==> src/rtl/count8_ld_pkg.sv <==
// Shared width and reset constants for the presettable 8-bit counter.
package count8_ld_pkg;

    localparam int unsigned CNT_W = 8;

    typedef logic [CNT_W-1:0] cnt_t;

    localparam cnt_t CNT_RST = 8'h00;

endpackage

==> src/rtl/count8_ld_if.sv <==
// Control and count bus of count8_ld: enable, parallel load and current count.
interface count8_ld_if;
    import count8_ld_pkg::*;

    logic EN;
    logic load;
    cnt_t CNT_In;
    cnt_t CNT;

    modport master (
        output EN,
        output load,
        output CNT_In,
        input  CNT
    );

    modport slave (
        input  EN,
        input  load,
        input  CNT_In,
        output CNT
    );

endinterface

==> src/rtl/count8_ld_bit_slice.sv <==
// One counter bit: toggle-on-carry flop with parallel-load mux and async active-low clear.
module count8_ld_bit_slice #(
    parameter bit RstVal = 1'b0
) (
    input  logic clk,
    input  logic res,
    input  logic en,
    input  logic load,
    input  logic d_in,
    input  logic carry_in,
    output logic q
);

    logic toggle;
    logic q_d;

    assign toggle = en & carry_in;

    always_comb begin
        q_d = q ^ toggle;
        if (load) begin
            q_d = d_in;
        end
    end

    always_ff @(posedge clk or negedge res) begin
        if (!res) begin
            q <= RstVal;
        end else begin
            q <= q_d;
        end
    end

endmodule

==> src/rtl/count8_ld.sv <==
// 8-bit up-counter with parallel load (priority over enable) built from ripple-carry bit slices.
module count8_ld
    import count8_ld_pkg::*;
(
    input  logic         clk,
    input  logic         res,
    count8_ld_if.slave   bus
);

    cnt_t q;
    cnt_t carry;

    // Bit i toggles only when every lower bit is 1; slice 0 always sees carry-in = 1.
    always_comb begin
        carry[0] = 1'b1;
        for (int i = 1; i < CNT_W; i++) begin
            carry[i] = carry[i-1] & q[i-1];
        end
    end

    for (genvar i = 0; i < CNT_W; i++) begin : g_slice
        count8_ld_bit_slice #(
            .RstVal (CNT_RST[i])
        ) u_slice (
            .clk      (clk),
            .res      (res),
            .en       (bus.EN),
            .load     (bus.load),
            .d_in     (bus.CNT_In[i]),
            .carry_in (carry[i]),
            .q        (q[i])
        );
    end

    assign bus.CNT = q;

endmodule

==> src/flat_wrapper.sv <==
// flat-port wrapper written by rule: the top's interface ports become plain ports
module count8_ld_flat import count8_ld_pkg::*;
  (clk, res, bus_EN, bus_load, bus_CNT_In, bus_CNT);
  count8_ld_if bus_i ();
  input  logic clk;
  input  logic res;
  input wire logic [$bits(bus_i.EN)-1:0] bus_EN;
  input wire logic [$bits(bus_i.load)-1:0] bus_load;
  input wire logic [$bits(bus_i.CNT_In)-1:0] bus_CNT_In;
  output wire logic [$bits(bus_i.CNT)-1:0] bus_CNT;
  assign bus_i.EN = bus_EN;
  assign bus_i.load = bus_load;
  assign bus_i.CNT_In = bus_CNT_In;
  assign bus_CNT = bus_i.CNT;
  count8_ld u_core (.clk(clk), .res(res), .bus(bus_i));
endmodule
==> config.mk <==
export PLATFORM = sky130hd
export DESIGN_NAME = count8_ld_flat
export DESIGN_NICKNAME = d
export VERILOG_FILES = /design/src/rtl/count8_ld_pkg.sv /design/src/rtl/count8_ld_if.sv /design/src/rtl/count8_ld_bit_slice.sv /design/src/rtl/count8_ld.sv /design/src/flat_wrapper.sv
export SDC_FILE = /design/constraint.sdc
export NUM_CORES = 1
export LEC_CHECK = 0
export CAP_MARGIN = 30
export CORE_AREA = 2 2 39 41
export DETAILED_ROUTE_END_ITERATION = 10
export DIE_AREA = 0 0 41 43
export PLACE_DENSITY = 0.75
export SYNTH_ARGS = -nofsm -noshare
export SYNTH_HDL_FRONTEND = slang
export SYNTH_SLANG_ARGS = --single-unit
==> constraint.sdc <==
create_clock -name clk -period 2.55 [get_ports clk]
set_input_delay 0.765 -clock clk [delete_from_list [all_inputs] [get_ports clk]]
set_output_delay 0.765 -clock clk [all_outputs]
set_load 0.01 [all_outputs]
==> run_results.csv, run 1 <==
group,metric,value,unit
routing,drt-wirelength-per-cell,12.3,um
timing,slew_violations,0,
setup_path,reg2reg_depth,3,
yosys,syn_inst,51,
yosys,syn_nets,64,
placement,hpwl,743,um
grt,grt_antenna_before_repair,0,
cts,path_clk_slew,0.06,ns
yosys,synth_area_per_cell,9.45,um^2
yosys,yosys_warnings,0,
final_layout,antenna_cells,0,
final_layout,largest_register_ff_count,8,
timing,clock_skew,0.00848,ns
final_layout,area_growth,36.6,%
cts,cts_made_buffers,3,
run,maxCapViolCount,0,
hold_path,hold_path.class,"reg2reg",
timing,timing.final.ws_setup,0.522,ns
power_and_ir_drop,irDropWorstVdd,0.147,mV
floorplanning,initial_core_util,0.348,
placement,portBuffers,19,
floorplanning,rows,14,
placement,dp_slack,0.383,ns
yosys,netlist_top_cells_count,"buf_4, dfrtp_1, nand2_1",
timing,worstMarginPinSlew,0.367,ns
setup_path,startpoint,"u_core.g_slice[4].u_slice.q",
cts,htreeDepth,1,
routing,drc,0,
yosys,ys_ff_latch,8,
final_layout,fin_nets,80,
final_layout,largestRegisters,"u_core.g_slice.u_slice.q: 8 flops",
cts,root_buffer,"clkbuf_4",
setup_path,rr_endpoint,"u_core.g_slice[6].u_slice.q",
yosys,netlist_area,482,um^2
floorplanning,core_area,1380,um^2
setup_path,endpoint,"bus_CNT[4]",
placement,place_congestion,0.726,
yosys,yosysUniqueCellTypes,18,
timing,setup_viol,0,
routing,avgViaCountPerCell,5.05,
power_and_ir_drop,power_density,542,nW/um^2
timing,slew_headroom,0.755,
routing,antenna_left,0,
routing,drt-initial-drc-count,5,
floorplanning,die_height,43,um
grt,grt_pass1_vias,365,
yosys,synth-edff-count,0,
final_layout,top_register,"u_core.g_slice.u_slice.q",
cts,tritoncts,"done",
cts,post_cts_resized,0,
grt,gr-total-overflow,0,
final_layout,regArea,200,um^2
power_and_ir_drop,cellLeakagePower,0.262,nW
yosys,synthTopCellsByArea,"dfrtp_1, buf_4, nand2_1",
setup_path,cp-end-kind,"output pin",
setup_path,max_stage_delay,0.57,ns
cts,clock_sinks,8,
grt,grt_max_degree,11,
setup_path,start_kind,"register",
cts,cts_buffer_depth,2,
setup_path,crit_required,1.79,ns
status,status,"finished, final reports clean",
timing,period_needed,2.03,ns
setup_path,crit_family,"buffers and inverters",
setup_path,rr_startpoint,"u_core.g_slice[1].u_slice.q",
timing,fin_crit_sh,0.795,
cts,cts_setup_buffers,0,
timing,max_clock_freq,493,MHz
timing,fin_tns_setup,0,ns
grt,grtUsageTotal,0.136,
setup_path,path_depth,1,
routing,totalWireLength,993,um
final_layout,fillers,145,
setup_path,worstSetupPathType,"reg2out",
cts,postCtsHoldBufs,0,
routing,num_vias,409,
yosys,yosysSeqAreaShare,0.416,
floorplanning,die_w,41,um
setup_path,rrSetupSlack,1.27,ns
setup_path,cp_data_arrival_time,1.26,ns
routing,first_pass_iters,4,
timing,rsz0062_at_grt,"no",
setup_path,path_cells,"clkdlybuf4s50_1",
cts,insertion_delay,0.26,ns
floorplanning,ios,20,
setup_path,cp_max_fo,6,
setup_path,path_buf_inv,1,
yosys,synthDominantCellAreaShare,0.416,
final_layout,layout-drive-gt1-share,0.0923,
yosys,synthArstFlopShare,1.00,
yosys,synth_flop_cell,"dfrtp_1",
grt,grt_first_pass_wirelength,1530,um
timing,hold_viol,0,
setup_path,critPathSlowestCell,"clkdlybuf4s50_1",
final_layout,multi_input_area,210,um^2
yosys,yosysTopAreaCell,"dfrtp_1",
floorplanning,dieArea,1760,um^2
stage by stage:
stage               hold slack [ns]  total power [W]  cells   util  cell area (um^2)
global placement              0.572         0.000257     78  0.459               636
finish                        0.580         0.000356     81  0.476               658
global route                  0.613         0.000379     81  0.476               658
detailed placement            0.578         0.000259     78  0.459               636
CTS                           0.585         0.000360     81  0.476               658
floorplan                     0.469         0.000219     51      -               482
worst min-delay path by stage:
stage,from,to,cells after the start,slack [ns]
final,u_core.g_slice[7].u_slice.q,u_core.g_slice[7].u_slice.q,2,0.58
after global placement,u_core.g_slice[6].u_slice.q,u_core.g_slice[6].u_slice.q,2,0.57
after global routing,u_core.g_slice[7].u_slice.q,u_core.g_slice[7].u_slice.q,2,0.61
after detailed placement,u_core.g_slice[7].u_slice.q,u_core.g_slice[7].u_slice.q,2,0.58
after floorplan,res,u_core.g_slice[0].u_slice.q,0,0.47
after CTS,u_core.g_slice[7].u_slice.q,u_core.g_slice[7].u_slice.q,2,0.58
cell usage in the layout (no fill, tap or decap), drive strengths merged:
master / synthesis / final
inv: 2 / 2
nor2: 1 / 1
dfrtp: 8 / 8
buf: 8 / 1
nand2: 7 / 7
o211ai: 3 / 3
xor2: 1 / 1
clkbuf: 1 / 3
mux2: 1 / 1
xnor2: 2 / 2
o21ai: 4 / 4
ha: 1 / 1
nand4: 2 / 2
or3: 1 / 1
nand3: 5 / 5
clkdlybuf4s50: 0 / 19
a31oi: 1 / 1
or4: 3 / 3
where the power goes:
part           internal, W  switching [W]
logic            0.0000570      0.0000358
registers         0.000142      0.0000208
clock network    0.0000541      0.0000469
total             0.000253       0.000104
cells by family (layout without fill, tap and decap cells):
| logic type | count (synthesis) | in the layout | share of synthesized area |
|---|---|---|---|
| mux | 1 | 1 | 0.0234 |
| buf+inv | 11 | 25 | 0.148 |
| fa+ha+maj | 1 | 1 | 0.0260 |
| flops | 8 | 8 | 0.416 |
| xor+xnor | 3 | 3 | 0.0546 |
| simple gates | 19 | 19 | 0.231 |
| compound gates | 8 | 8 | 0.101 |
worst reg2reg max path: stages, from the launching register on:
cell	delay, ns
dfrtp_1	0.44
nand4_4	0.18
or4_1	0.50
nand3_1	0.10
metal layers:
metal | share of wire | wire length [um] | GRT usage | up-vias
met4 | 0.038 | 38 | 0.140 | 0
met1 | 0.42 | 419 | 0.167 | 182
met2 | 0.49 | 487 | 0.188 | 20
met5 | 0 | 0 | 0 | -
met3 | 0.048 | 48 | 0.0157 | 5
li1 | - | - | - | 202
cell type report:
class / count / share of cell area
inverter: 2 / 0.0114
multi-input combinational: 32 / 0.319
clock buffer: 3 / 0.0342
tap: 16 / 0.0304
timing repair buffer: 20 / 0.300
sequential: 8 / 0.304
Power figures use the tool's default switching activity.
==> run 2: changes to the inputs <==
==> constraint.sdc (replaced) <==
create_clock -name clk -period 2.09 [get_ports clk]
set_input_delay 0.627 -clock clk [delete_from_list [all_inputs] [get_ports clk]]
set_output_delay 0.627 -clock clk [all_outputs]
set_load 0.01 [all_outputs]
==> run_results.csv, run 2 (synthesis gave the netlist of run 1 again) <==
group,metric,value,unit
status,status,"finished, final reports clean",
setup_path,cp_max_fo,5,
grt,grt_max_degree,10,
hold_path,hold_path_end,"u_core.g_slice[6].u_slice.q",
final_layout,final_cell_mix,"clkdlybuf4s50_1, dfrtp_1, nand2_1, nand3_1, o21ai_0",
grt,gr-total-overflow,0,
placement,hpwl,724,um
grt,grtUsageTotal,0.141,
timing,rsz0062_at_grt,"no",
cts,postCtsHoldBufs,0,
floorplanning,ios,20,
grt,grt.met2_usage,0.181,
routing,avgViaCountPerCell,5.10,
hold_path,hold_path_startpoint,"u_core.g_slice[6].u_slice.q",
placement,portBuffers,19,
cts,tritoncts,"done",
routing,antenna_left,0,
setup_path,start_kind,"register",
timing,period_needed,1.89,ns
placement,place_congestion,0.732,
final_layout,antenna_cells,0,
final_layout,layout_commonest_cell,"clkdlybuf4s50_1",
placement,dp_cells,78,
final_layout,layout-drive-gt1-share,0.0923,
timing,clock_skew,0.00631,ns
timing,fin_hold_ws,0.604,ns
timing,slew_headroom,0.750,
cts,cts_setup_buffers,0,
final_layout,multi_input_area,210,um^2
floorplanning,die_height,43,um
grt,grt_antenna_before_repair,0,
final_layout,fillers,147,
grt,grt_use_met3,0.0314,
cts,insertion_delay,0.26,ns
cts,post_cts_resized,0,
power_and_ir_drop,irDropWorstVdd,0.200,mV
power_and_ir_drop,totalPowerFinal,0.000432,W
timing,setup_viol,0,
hold_path,hold_depth,2,
grt,grt_pass1_vias,349,
cts,clock_sinks,8,
final_layout,largestRegisters,"u_core.g_slice.u_slice.q: 8 flops",
final_layout,area_growth,36.6,%
cts,path_clk_slew,0.06,ns
setup_path,rrSetupSlack,0.81,ns
setup_path,crit_family,"buffers and inverters",
setup_path,rr_endpoint,"u_core.g_slice[7].u_slice.q",
routing,num_vias,413,
setup_path,path_buf_inv,1,
setup_path,worstSetupPathType,"reg2out",
timing,fin_tns_setup,0,ns
setup_path,crit_required,1.46,ns
floorplanning,dieArea,1760,um^2
floorplanning,die_w,41,um
timing,worstMarginPinSlew,0.374,ns
cts,cts_buffer_depth,2,
setup_path,cp_data_arrival_time,1.27,ns
cts,root_buffer,"clkbuf_4",
timing,max_clock_freq,528,MHz
hold_path,hold_path.class,"reg2reg",
final_layout,regArea,200,um^2
grt,grt_first_pass_wirelength,1520,um
setup_path,path_cells,"clkdlybuf4s50_1",
grt,use_met1,0.168,
setup_path,reg2reg_depth,3,
cts,htreeDepth,1,
setup_path,critPathSlowestCell,"clkdlybuf4s50_1",
final_layout,final_cells,81,
routing,drc,0,
routing,first_pass_iters,4,
routing,totalWireLength,994,um
run,maxCapViolCount,0,
timing,fin_crit_sh,0.906,
timing,hold_viol,0,
timing,timing.final.ws_setup,0.197,ns
floorplanning,initial_core_util,0.348,
setup_path,rr_startpoint,"u_core.g_slice[1].u_slice.q",
power_and_ir_drop,power_density,657,nW/um^2
grt,grt_most_used_layer,"met2",
power_and_ir_drop,cellLeakagePower,0.262,nW
floorplanning,rows,14,
routing,drt-initial-drc-count,3,
final_layout,largest_register_ff_count,8,
setup_path,cp-end-kind,"output pin",
setup_path,max_stage_delay,0.59,ns
timing,slew_violations,0,
placement,dp_slack,0.0674,ns
cts,cts_made_buffers,3,
routing,drt-wirelength-per-cell,12.3,um
final_layout,top_register,"u_core.g_slice.u_slice.q",
final_layout,fin_nets,80,
floorplanning,core_area,1380,um^2
-- run 2: cell counts in the layout (fill, tap and decap cells not counted) --
Identical to the previous run, type by type.
-- run 2: per-stage QoR --
step | util | cell area (um^2)
finish | 0.476 | 658
global route | 0.476 | 658
CTS | 0.476 | 658
detailed placement | 0.459 | 636
global placement | 0.459 | 636
floorplan | - | 482
-- run 2: worst max-delay path by stage --
stage,from,cells past startpoint,end
6_report,u_core.g_slice[3].u_slice.q,1,bus_CNT[3]
3_3_place_gp,bus_EN,4,u_core.g_slice[5].u_slice.q
5_1_grt,u_core.g_slice[2].u_slice.q,1,bus_CNT[2]
4_1_cts,u_core.g_slice[1].u_slice.q,1,bus_CNT[1]
3_5_place_dp,bus_EN,4,u_core.g_slice[7].u_slice.q
2_1_floorplan,bus_EN,3,u_core.g_slice[5].u_slice.q
-- run 2: worst register-to-register path, delay by kind of cell, from the launching register on --
| family | cells | cell delay, ns |
|---|---|---|
| AO/OA/AOI/OAI | 1 | 0.19 |
| flip-flops | 1 | 0.44 |
| AND/OR/NAND/NOR | 2 | 0.56 |
-- run 2: final cells by class --
cell class / count / share of cell area
Clock buffer: 3 / 0.0342
Inverter: 2 / 0.0114
Timing Repair Buffer: 20 / 0.300
Tap cell: 16 / 0.0304
Multi-Input combinational cell: 32 / 0.319
Sequential cell: 8 / 0.304
-- run 2: per-layer routing --
layer  share of wire  up-vias
met5               0        -
met4           0.022        0
met3           0.048        2
met2            0.52       13
met1            0.41      196
li1                -      202
-- run 2: power breakdown --
| group | switching [W] | leakage [nW] | internal [W] | total, W |
|---|---|---|---|---|
| combinational | 0.0000440 | 0.153 | 0.0000696 | 0.000114 |
| clock | 0.0000538 | 0.0138 | 0.0000658 | 0.000120 |
| sequential | 0.0000257 | 0.0956 | 0.000173 | 0.000199 |
